## config.mk

```make
export PLATFORM = sky130hd
export DESIGN_NAME = cordic_req_arbiter
export DESIGN_NICKNAME = d
export VERILOG_FILES = /design/src/rtl/cordic_req_arbiter.sv
export SDC_FILE = /design/constraint.sdc
export NUM_CORES = 1
export LEC_CHECK = 0
export ABC_AREA = 1
export CAP_MARGIN = 20
export CORE_UTILIZATION = 43
export DETAILED_ROUTE_END_ITERATION = 8
export PLACE_DENSITY_LB_ADDON = 0.15
export SYNTH_ARGS = -nofsm -noshare
export SYNTH_HDL_FRONTEND = slang
export SYNTH_SLANG_ARGS = --single-unit
```

## constraint.sdc

```tcl
create_clock -name clk -period 4.7 [get_ports clk]
set_clock_uncertainty 0.2 [all_clocks]
set_input_delay 0.47 -clock clk [delete_from_list [all_inputs] [get_ports clk]]
set_output_delay 0.47 -clock clk [all_outputs]
set_load 0.005 [all_outputs]
```

## src/rtl/cordic_req_arbiter.sv

```systemverilog
// Round-robin arbiter that shares one CORDIC engine among NREQ requesters.
// Optional WAIT-state timeout is compiled in with `define CORDIC_ARB_TIMEOUT_EN.
module cordic_req_arbiter #(
  parameter int unsigned NREQ        = 4,
  parameter int unsigned IDXW        = 2,
  parameter int unsigned TIMEOUT_CYC = 64
) (
  input  logic                 clk,
  input  logic                 rst,
  input  logic [NREQ-1:0]      req,
  input  logic [16*NREQ-1:0]   req_x,
  input  logic [16*NREQ-1:0]   req_y,
  input  logic [4*NREQ-1:0]    req_func,
  output logic [NREQ-1:0]      ack,
  output logic [31:0]          resp_data,
  output logic                 resp_err,
  output logic                 busy,
  output logic [IDXW-1:0]      grant_idx,
  output logic                 eng_st,
  output logic [15:0]          eng_x,
  output logic [15:0]          eng_y,
  output logic [3:0]           eng_func,
  input  logic                 eng_done,
  input  logic [31:0]          eng_result
);

  typedef enum logic [1:0] {
    IDLE,
    ISSUE,
    WAIT,
    RESP
  } state_t;

  state_t          state;
  state_t          state_nxt;
  logic [IDXW-1:0] last;
  logic            armed;
  logic            sel_found;
  logic [IDXW-1:0] sel_idx;
  logic            done_ok;

  assign done_ok = (state == WAIT) && armed && eng_done;

`ifdef CORDIC_ARB_TIMEOUT_EN
  localparam int unsigned CNTW = ($clog2(TIMEOUT_CYC + 1) > 8) ? $clog2(TIMEOUT_CYC + 1) : 8;

  logic [CNTW-1:0] wait_cnt;
  logic            tmo_hit;

  assign tmo_hit = (state == WAIT) && (wait_cnt == CNTW'(TIMEOUT_CYC - 1));

  always_ff @(posedge clk or posedge rst) begin
    if (rst) begin
      wait_cnt <= '0;
    end else if (state == ISSUE) begin
      wait_cnt <= '0;
    end else if (state == WAIT) begin
      wait_cnt <= wait_cnt + 1'b1;
    end
  end

  // An armed done wins over a timeout landing on the same cycle.
  always_ff @(posedge clk or posedge rst) begin
    if (rst) begin
      resp_err <= 1'b0;
    end else if (done_ok) begin
      resp_err <= 1'b0;
    end else if (tmo_hit) begin
      resp_err <= 1'b1;
    end
  end
`else
  assign resp_err = 1'b0;
`endif

  // Scan from last+1 upward, wrapping, so the previous winner has lowest priority.
  always_comb begin
    sel_found = 1'b0;
    sel_idx   = last;
    for (int unsigned i = 1; i <= NREQ; i++) begin
      int unsigned k;
      k = (32'(last) + i) % NREQ;
      if (!sel_found && req[k]) begin
        sel_found = 1'b1;
        sel_idx   = IDXW'(k);
      end
    end
  end

  always_comb begin
    state_nxt = state;
    unique case (state)
      IDLE:  if (sel_found) state_nxt = ISSUE;
      ISSUE: state_nxt = WAIT;
      WAIT: begin
        if (done_ok) state_nxt = RESP;
`ifdef CORDIC_ARB_TIMEOUT_EN
        else if (tmo_hit) state_nxt = RESP;
`endif
      end
      RESP:  state_nxt = IDLE;
      default: state_nxt = IDLE;
    endcase
  end

  always_ff @(posedge clk or posedge rst) begin
    if (rst) begin
      state     <= IDLE;
      last      <= IDXW'(NREQ - 1);
      grant_idx <= IDXW'(NREQ - 1);
      eng_x     <= '0;
      eng_y     <= '0;
      eng_func  <= '0;
      resp_data <= '0;
      armed     <= 1'b0;
    end else begin
      state <= state_nxt;
      unique case (state)
        IDLE: begin
          if (sel_found) begin
            grant_idx <= sel_idx;
            eng_x     <= req_x[16*sel_idx +: 16];
            eng_y     <= req_y[16*sel_idx +: 16];
            eng_func  <= req_func[4*sel_idx +: 4];
          end
        end
        ISSUE: armed <= 1'b0;
        WAIT: begin
          // A done still high from the previous operation is ignored until seen low.
          if (!armed && !eng_done) armed <= 1'b1;
          if (done_ok) begin
            resp_data <= eng_result;
          end
`ifdef CORDIC_ARB_TIMEOUT_EN
          else if (tmo_hit) begin
            resp_data <= '0;
          end
`endif
        end
        RESP: last <= grant_idx;
        default: ;
      endcase
    end
  end

  always_comb begin
    ack = '0;
    if (state == RESP) ack[grant_idx] = 1'b1;
  end

  assign eng_st = (state == ISSUE);
  assign busy   = (state != IDLE);

endmodule
```

==> impl_metrics.toml, run 1 <==
[status]
outcome = "finished, final reports clean"

[synthesis]
synthAdderAreaFrac_pct = 1.312
synthCells = 746
async_reset_ff_share_pct = 100.0
yosysWarnings = 0
synthTopCellsByArea = "dfrtp_1 (37%), nand2_1 (31%), nand3_1 (12%)"
syn_avg_cell_area_um2 = 6.390
synth_nets = 934
yosysSeqAreaShare_pct = 39.48
synth.top_cell.area_share_pct = 37.27
yosysTopAreaCell = "dfrtp_1"
synth_compound_area_share_pct = 1.260
yosysMostFrequentCell = "nand2_1"
yosys.area_share.simple_pct = 45.80
synthesis.area_um2 = 4767
ys_types = 23
synth-edff-count = 0
synth_xor_area_share_pct = 0
synth_top_family_by_area = "simple AND/OR/NAND/NOR gates"
ys_seq_elements = 75
ys.flop_type = "dfrtp_1"
synth_mux_area_share_pct = 0
synthTopCellsByCount = "nand2_1 (396), nand3_1 (119), inv_1 (78), dfrtp_1 (71), buf_2 (15)"

[power_and_ir_drop]
leakage_nw = 3.936
ir_worst_vdd_mv = 0.4570
combPwrFrac_pct = 65.2
power.share.switching_pct = 47.52
power.net_switching_mw = 2.410
total_power_mw = 5.071
p_int_mw = 2.661
pwr-share-clk_pct = 11.5
power.density_nw_per_um2 = 671.4
p_seq_share_pct = 23.2

[critical_path]
critPathCaptureType = "flip-flop"
required_ps = 4750
crit_path_frequent_cell = "nand2_1"
cp-start-kind = "flip-flop"
crit_chain = "inv_2 -> nand2_1 -> nand2_1 -> nand2_2 -> nand2_4 -> clkinv_2 -> nand3_1 -> nand3_1 -> nand2_1 -> inv_2 -> nand2_1 -> nand3_1 -> nand2_1"
critPathMaxFanout = 36
max_stage_delay_ps = 690
critPathSlowestCell = "inv_2"
worst-setup-path-type = "reg2reg"
arrival_ps = 3140

[clock_tree]
cts_resized = 0
post_cts_buffers = 0
root_buffer = "clkbuf_8"
cts.htree.levels = 3
hold_buffers = 0
clk_latency_ps = 350
cts.sinks = 75
cts_buffer_depth = 2
cts_buffers = 9
clkSlewWorstSetupHoldPaths_ps = 80
cts_tree = "done"

[detailed_routing]
firstDrtPassIters = 5
num_vias = 5360
remaining_drc_errors = 0
avgRoutedWirePerCell_um = 14.10
drt_iter0_drc = 335
final_antenna_net_count = 0
via_per_inst = 4.752
wirelength_um = 15910

[sta]
hold_viol_final = 0
rsz0062_at_grt = "no"
fmax_mhz = 322.8
finalCritPeriodShare_pct = 65.91
min_period_ps = 3098
finalSetupTns_ps = 0
finalSetupViolations = 0
tightest_slew_ps = 928.1
layout_setup_ws_ps = 1602
drv_slew = 0
relSlewSlack_pct = 38.06

[place]
dp_hpwl_um = 11500
place_inst = 1112
port-buffer-count = 258
pre_cts_ws_ps = 1376
gp_congestion = 0.9226

[global_routing]
first_global_vias = 5060
overflow = 0
grtUsageTotal_pct = 28.22
antenna_found_initial = 0
grt_start_max_net_pins = 41
grt_pass1_wl_um = 25190

[floorplanning]
start_util_pct = 43.98
io_pins = 260
core_um2 = 10840
fp.dieH_um = 107.3
die-area_um2 = 11510
die_w_um = 107.3
rows = 38

[cells_and_area]
regArea_um2 = 1882
nFillCells = 988
final_layout_size_suffix_gt1_share_pct = 4.453
fin_cells = 1128
fin_nets = 1171
antenna_cells = 0
multi_input_comb_area_um2 = 2310
area_growth_pct = 58.43

[job]
cap_violations = 0

[min_path]
hold_class = "reg2reg"
==> worst paths after layout <==
| kind | startpoint | end | slack, ps | depth (start not counted) |
|---|---|---|---|---|
| max | last[0]$_DFFE_PP1P_ | eng_y[1]$_DFFE_PP0P_ | 1600 | 13 |
| min | resp_data[14]$_DFFE_PP0P_ | resp_data[14]$_DFFE_PP0P_ | 280 | 2 |
| max reg2reg | last[0]$_DFFE_PP1P_ | eng_y[1]$_DFFE_PP0P_ | 1600 | 13 |
| min reg2reg | resp_data[14]$_DFFE_PP0P_ | resp_data[14]$_DFFE_PP0P_ | 280 | 2 |
| max in group asynchronous | rst | resp_data[25]$_DFFE_PP0P_ | 3070 | 3 |
| min in group asynchronous | rst | resp_data[23]$_DFFE_PP0P_ | 300 | 2 |
==> per-stage QoR <==
step	instance area (µm²)	hold slack (ps)	util, %
finish	7552	279.7	69.67
global placement	7323	261.0	67.56
detailed placement	7323	263.7	67.56
global route	7552	299.3	69.67
CTS	7552	286.0	69.67
floorplan	4767	253.1	-
==> area by class of cell <==
class / instances / share of cell area (%)
multi-input combinational: 548 / 30.58
sequential: 75 / 24.92
inverter: 83 / 4.158
clock buffer: 9 / 1.640
tap: 140 / 2.319
timing repair buffer: 266 / 34.99
clock inverter: 7 / 1.392
==> layout by cell type (no fill, tap or decap), types with 3 or more instances in the layout <==
cell type | netlist | final
nand2_1 | 396 | 396
dfstp_2 | 4 | 4
nor2_1 | 5 | 5
nand2_2 | 7 | 7
o21ai_0 | 7 | 7
inv_1 | 78 | 77
inv_2 | 4 | 4
buf_4 | 9 | 8
inv_6 | 0 | 3
nand3_1 | 119 | 119
clkdlybuf4s50_1 | 0 | 258
ha_1 | 5 | 5
dfrtp_1 | 71 | 71
clkbuf_8 | 0 | 9
==> power by group through the flow <==
stage	sequential (mW)	clock [mW]	combinational [mW]
2_1_floorplan	1.18	0	2.18
3_3_place_gp	1.17	0	3.27
3_5_place_dp	1.18	0	3.32
4_1_cts	1.18	0.593	3.33
5_1_grt	1.22	0.619	3.74
6_report	1.18	0.586	3.31
==> cell families (layout without fill, tap and decap cells) <==
family | after synthesis | count (layout)
buf+inv | 123 | 365
compound gates | 11 | 11
other cells | 1 | 1
simple gates | 531 | 531
fa+ha+maj | 5 | 5
flops | 75 | 75
==> sequential cells by signal, indices dropped and copies added (netlist names) <==
| register | flops |
|---|---|
| state | 2 |
| last | 2 |
| eng_x | 16 |
| grant_idx | 2 |
| resp_data | 32 |
| armed | 1 |
| eng_y | 16 |
| eng_func | 4 |
==> critical path, delay by kind of cell (launching register included) <==
family / cells / cell delay (ps)
and+or+nand+nor: 10 / 1220
DFF: 1 / 660
buffers and inverters: 3 / 890
==> per-layer routing <==
layer	vias up	global-route usage [%]	routed length, µm
li1	2736	-	-
met2	238	47.79	7547
met4	0	10.18	331
met5	-	0	0
met3	23	7.324	1513
met1	2363	34.56	6513
(Power assumes the default switching activity.)
==> run 2, diff against run 1 <==
--- a/config.mk
+++ b/config.mk
@@ -7,7 +7,7 @@
 export LEC_CHECK = 0
 export ABC_AREA = 1
 export CAP_MARGIN = 20
-export CORE_UTILIZATION = 43
+export CORE_UTILIZATION = 36
 export DETAILED_ROUTE_END_ITERATION = 8
 export PLACE_DENSITY_LB_ADDON = 0.15
 export SYNTH_ARGS = -nofsm -noshare
==> constraint.sdc (replaced) <==
create_clock -name clk -period 2.8 [get_ports clk]
set_clock_uncertainty 0.2 [all_clocks]
set_input_delay 0.28 -clock clk [delete_from_list [all_inputs] [get_ports clk]]
set_output_delay 0.28 -clock clk [all_outputs]
set_load 0.005 [all_outputs]
==> impl_metrics.toml, run 2 (synthesized netlist as in run 1, its figures left out) <==
[floorplanning]
start_util_pct = 37.32
core_um2 = 12770
fp.dieH_um = 117.1
die-area_um2 = 13710
io_pins = 260
rows = 41
die_w_um = 117.1

[detailed_routing]
drt_iter0_drc = 378
via_per_inst = 4.657
final_antenna_net_count = 0
avgRoutedWirePerCell_um = 14.05
wirelength_um = 16390
num_vias = 5435
firstDrtPassIters = 5
remaining_drc_errors = 0

[sta]
tightest_slew_ps = 697.4
layout_setup_ws_ps = 251.7
fmax_mhz = 392.4
finalCritPeriodShare_pct = 91.01
relSlewSlack_pct = 53.44
rsz0062_at_grt = "no"
finalSetupTns_ps = 0
drv_slew = 0
finalSetupViolations = 0
min_period_ps = 2548
hold_viol_final = 0

[critical_path]
crit_path_frequent_cell = "nand2_1"
max_stage_delay_ps = 650
critPathCaptureType = "flip-flop"
worst-setup-path-type = "reg2reg"
cp-start-kind = "flip-flop"
r2r_slack_ps = 250
critPathMaxFanout = 33
crit_chain = "inv_2 -> nand2_1 -> nand2_1 -> nand2_2 -> nand2_4 -> clkinv_2 -> nand2_1 -> nand2_1 -> nand3_1 -> nand2_1 -> buf_4 -> nand3_1 -> nand3_1 -> nand2_1"
critPathSlowestCell = "dfstp_2"
arrival_ps = 2570
required_ps = 2820

[power_and_ir_drop]
power.net_switching_mw = 4.155
pwr-share-clk_pct = 13.3
power.density_nw_per_um2 = 1165
power.share.switching_pct = 45.78
combPwrFrac_pct = 64.9
ir_worst_vdd_mv = 0.6435
p_seq_share_pct = 21.8
p_int_mw = 4.921
leakage_nw = 4.027

[place]
pre_cts_ws_ps = 224.7
dp_hpwl_um = 11970
gp_congestion = 0.8748
port-buffer-count = 258

[cells_and_area]
antenna_cells = 0
largestRegisters = "resp_data (32), eng_x (16), eng_y (16)"
fin_nets = 1178
final_cell_mix = "nand2_1 (396), clkdlybuf4s50_1 (258), nand3_1 (119), inv_1 (77), dfrtp_1 (71)"
largest_register_ffs = 32
largest-register = "resp_data"
nFillCells = 1217
area_growth_pct = 63.46
final_layout_size_suffix_gt1_share_pct = 5.126
mostFrequentLayoutCell = "nand2_1"

[clock_tree]
post_cts_buffers = 0
clkSlewWorstSetupHoldPaths_ps = 60
root_buffer = "clkbuf_16"
cts_tree = "done"
cts_buffers = 9
clk_latency_ps = 340
cts.sinks = 75
hold_buffers = 0
cts_buffer_depth = 2
cts.htree.levels = 3

[job]
cap_violations = 0

[global_routing]
grtUsageTotal_pct = 23.70
first_global_vias = 4942
grt_pass1_wl_um = 24620
overflow = 0
antenna_found_initial = 0
grt_start_max_net_pins = 41

[min_path]
hold_class = "in2async"

[status]
outcome = "finished, final reports clean"
-- run 2: changes by cell type in the layout (fill, tap and decap cells not counted), sizes merged --
cell | before | now
buf | 8 | 15
inv | 85 | 83
bufinv | 2 | 1
clkbuf | 9 | 10
clkinv | 2 | 3
clkinvlp | 1 | 2
-- run 2: final cells by class --
| type | count | area, µm² | area share, % |
|---|---|---|---|
| flip-flops and latches | 75 | 1882 | 24.15 |
| multi-input cells | 548 | 2310 | 29.64 |
| clock buffers | 10 | 239.0 | 3.067 |
| well taps | 172 | 215.2 | 2.762 |
| inverters | 83 | 314.1 | 4.030 |
| clock inverters | 6 | 71.32 | 0.9152 |
| repair buffers | 273 | 2761 | 35.44 |
-- run 2: stage by stage --
| stage | hold WS, ps | utilization [%] | power [mW] | instance area [µm²] | cells |
|---|---|---|---|---|---|
| global placement | 260.6 | 58.55 | 7.838 | 7478 | 1151 |
| global route | 187.4 | 61.00 | 9.926 | 7792 | 1167 |
| CTS | 164.0 | 60.98 | 9.152 | 7789 | 1167 |
| detailed placement | 263.8 | 58.55 | 7.903 | 7478 | 1151 |
| finish | 148.3 | 61.00 | 9.076 | 7792 | 1167 |
| floorplan | 176.4 | - | 5.645 | 4767 | 746 |
-- run 2: worst paths after layout --
path,from,end,cells past startpoint
min in group clk,eng_result[30],resp_data[30]$_DFFE_PP0P_,3
max in group asynchronous,rst,eng_func[1]$_DFFE_PP0P_,3
min reg2reg,eng_x[15]$_DFFE_PP0P_,eng_x[15]$_DFFE_PP0P_,2
max reg2reg,last[0]$_DFFE_PP1P_,eng_x[4]$_DFFE_PP0P_,14
max,last[0]$_DFFE_PP1P_,eng_x[4]$_DFFE_PP0P_,14
min,rst,eng_func[2]$_DFFE_PP0P_,2
-- run 2: metal layers --
metal | GRT usage (%) | vias to the layer above | wire, µm
li1 | - | 2764 | -
met1 | 29.56 | 2417 | 6974
met2 | 40.91 | 242 | 7770
met3 | 5.149 | 12 | 1461
met4 | 7.426 | 0 | 184
met5 | 0 | - | 0
-- run 2: timing repair --
action | CTS | global route
resized for setup | 0 | 1
endpoints found under the setup margin | 0 | 2
endpoints found under the hold margin | 0 | 0
-- run 2: critical path: cells and delay by family (launching register included) --
family,cells,cell delay (ps)
buffers and inverters,3,570
flip-flops,1,650
AND/OR/NAND/NOR,11,1010
-- run 2: power by group through the flow --
stage | sequential, mW | clock, mW | combinational [mW]
2_1_floorplan | 1.98 | 0 | 3.67
6_report | 1.98 | 1.21 | 5.89
3_5_place_dp | 1.99 | 0 | 5.91
5_1_grt | 2.05 | 1.27 | 6.61
3_3_place_gp | 1.98 | 0 | 5.86
4_1_cts | 1.98 | 1.24 | 5.93
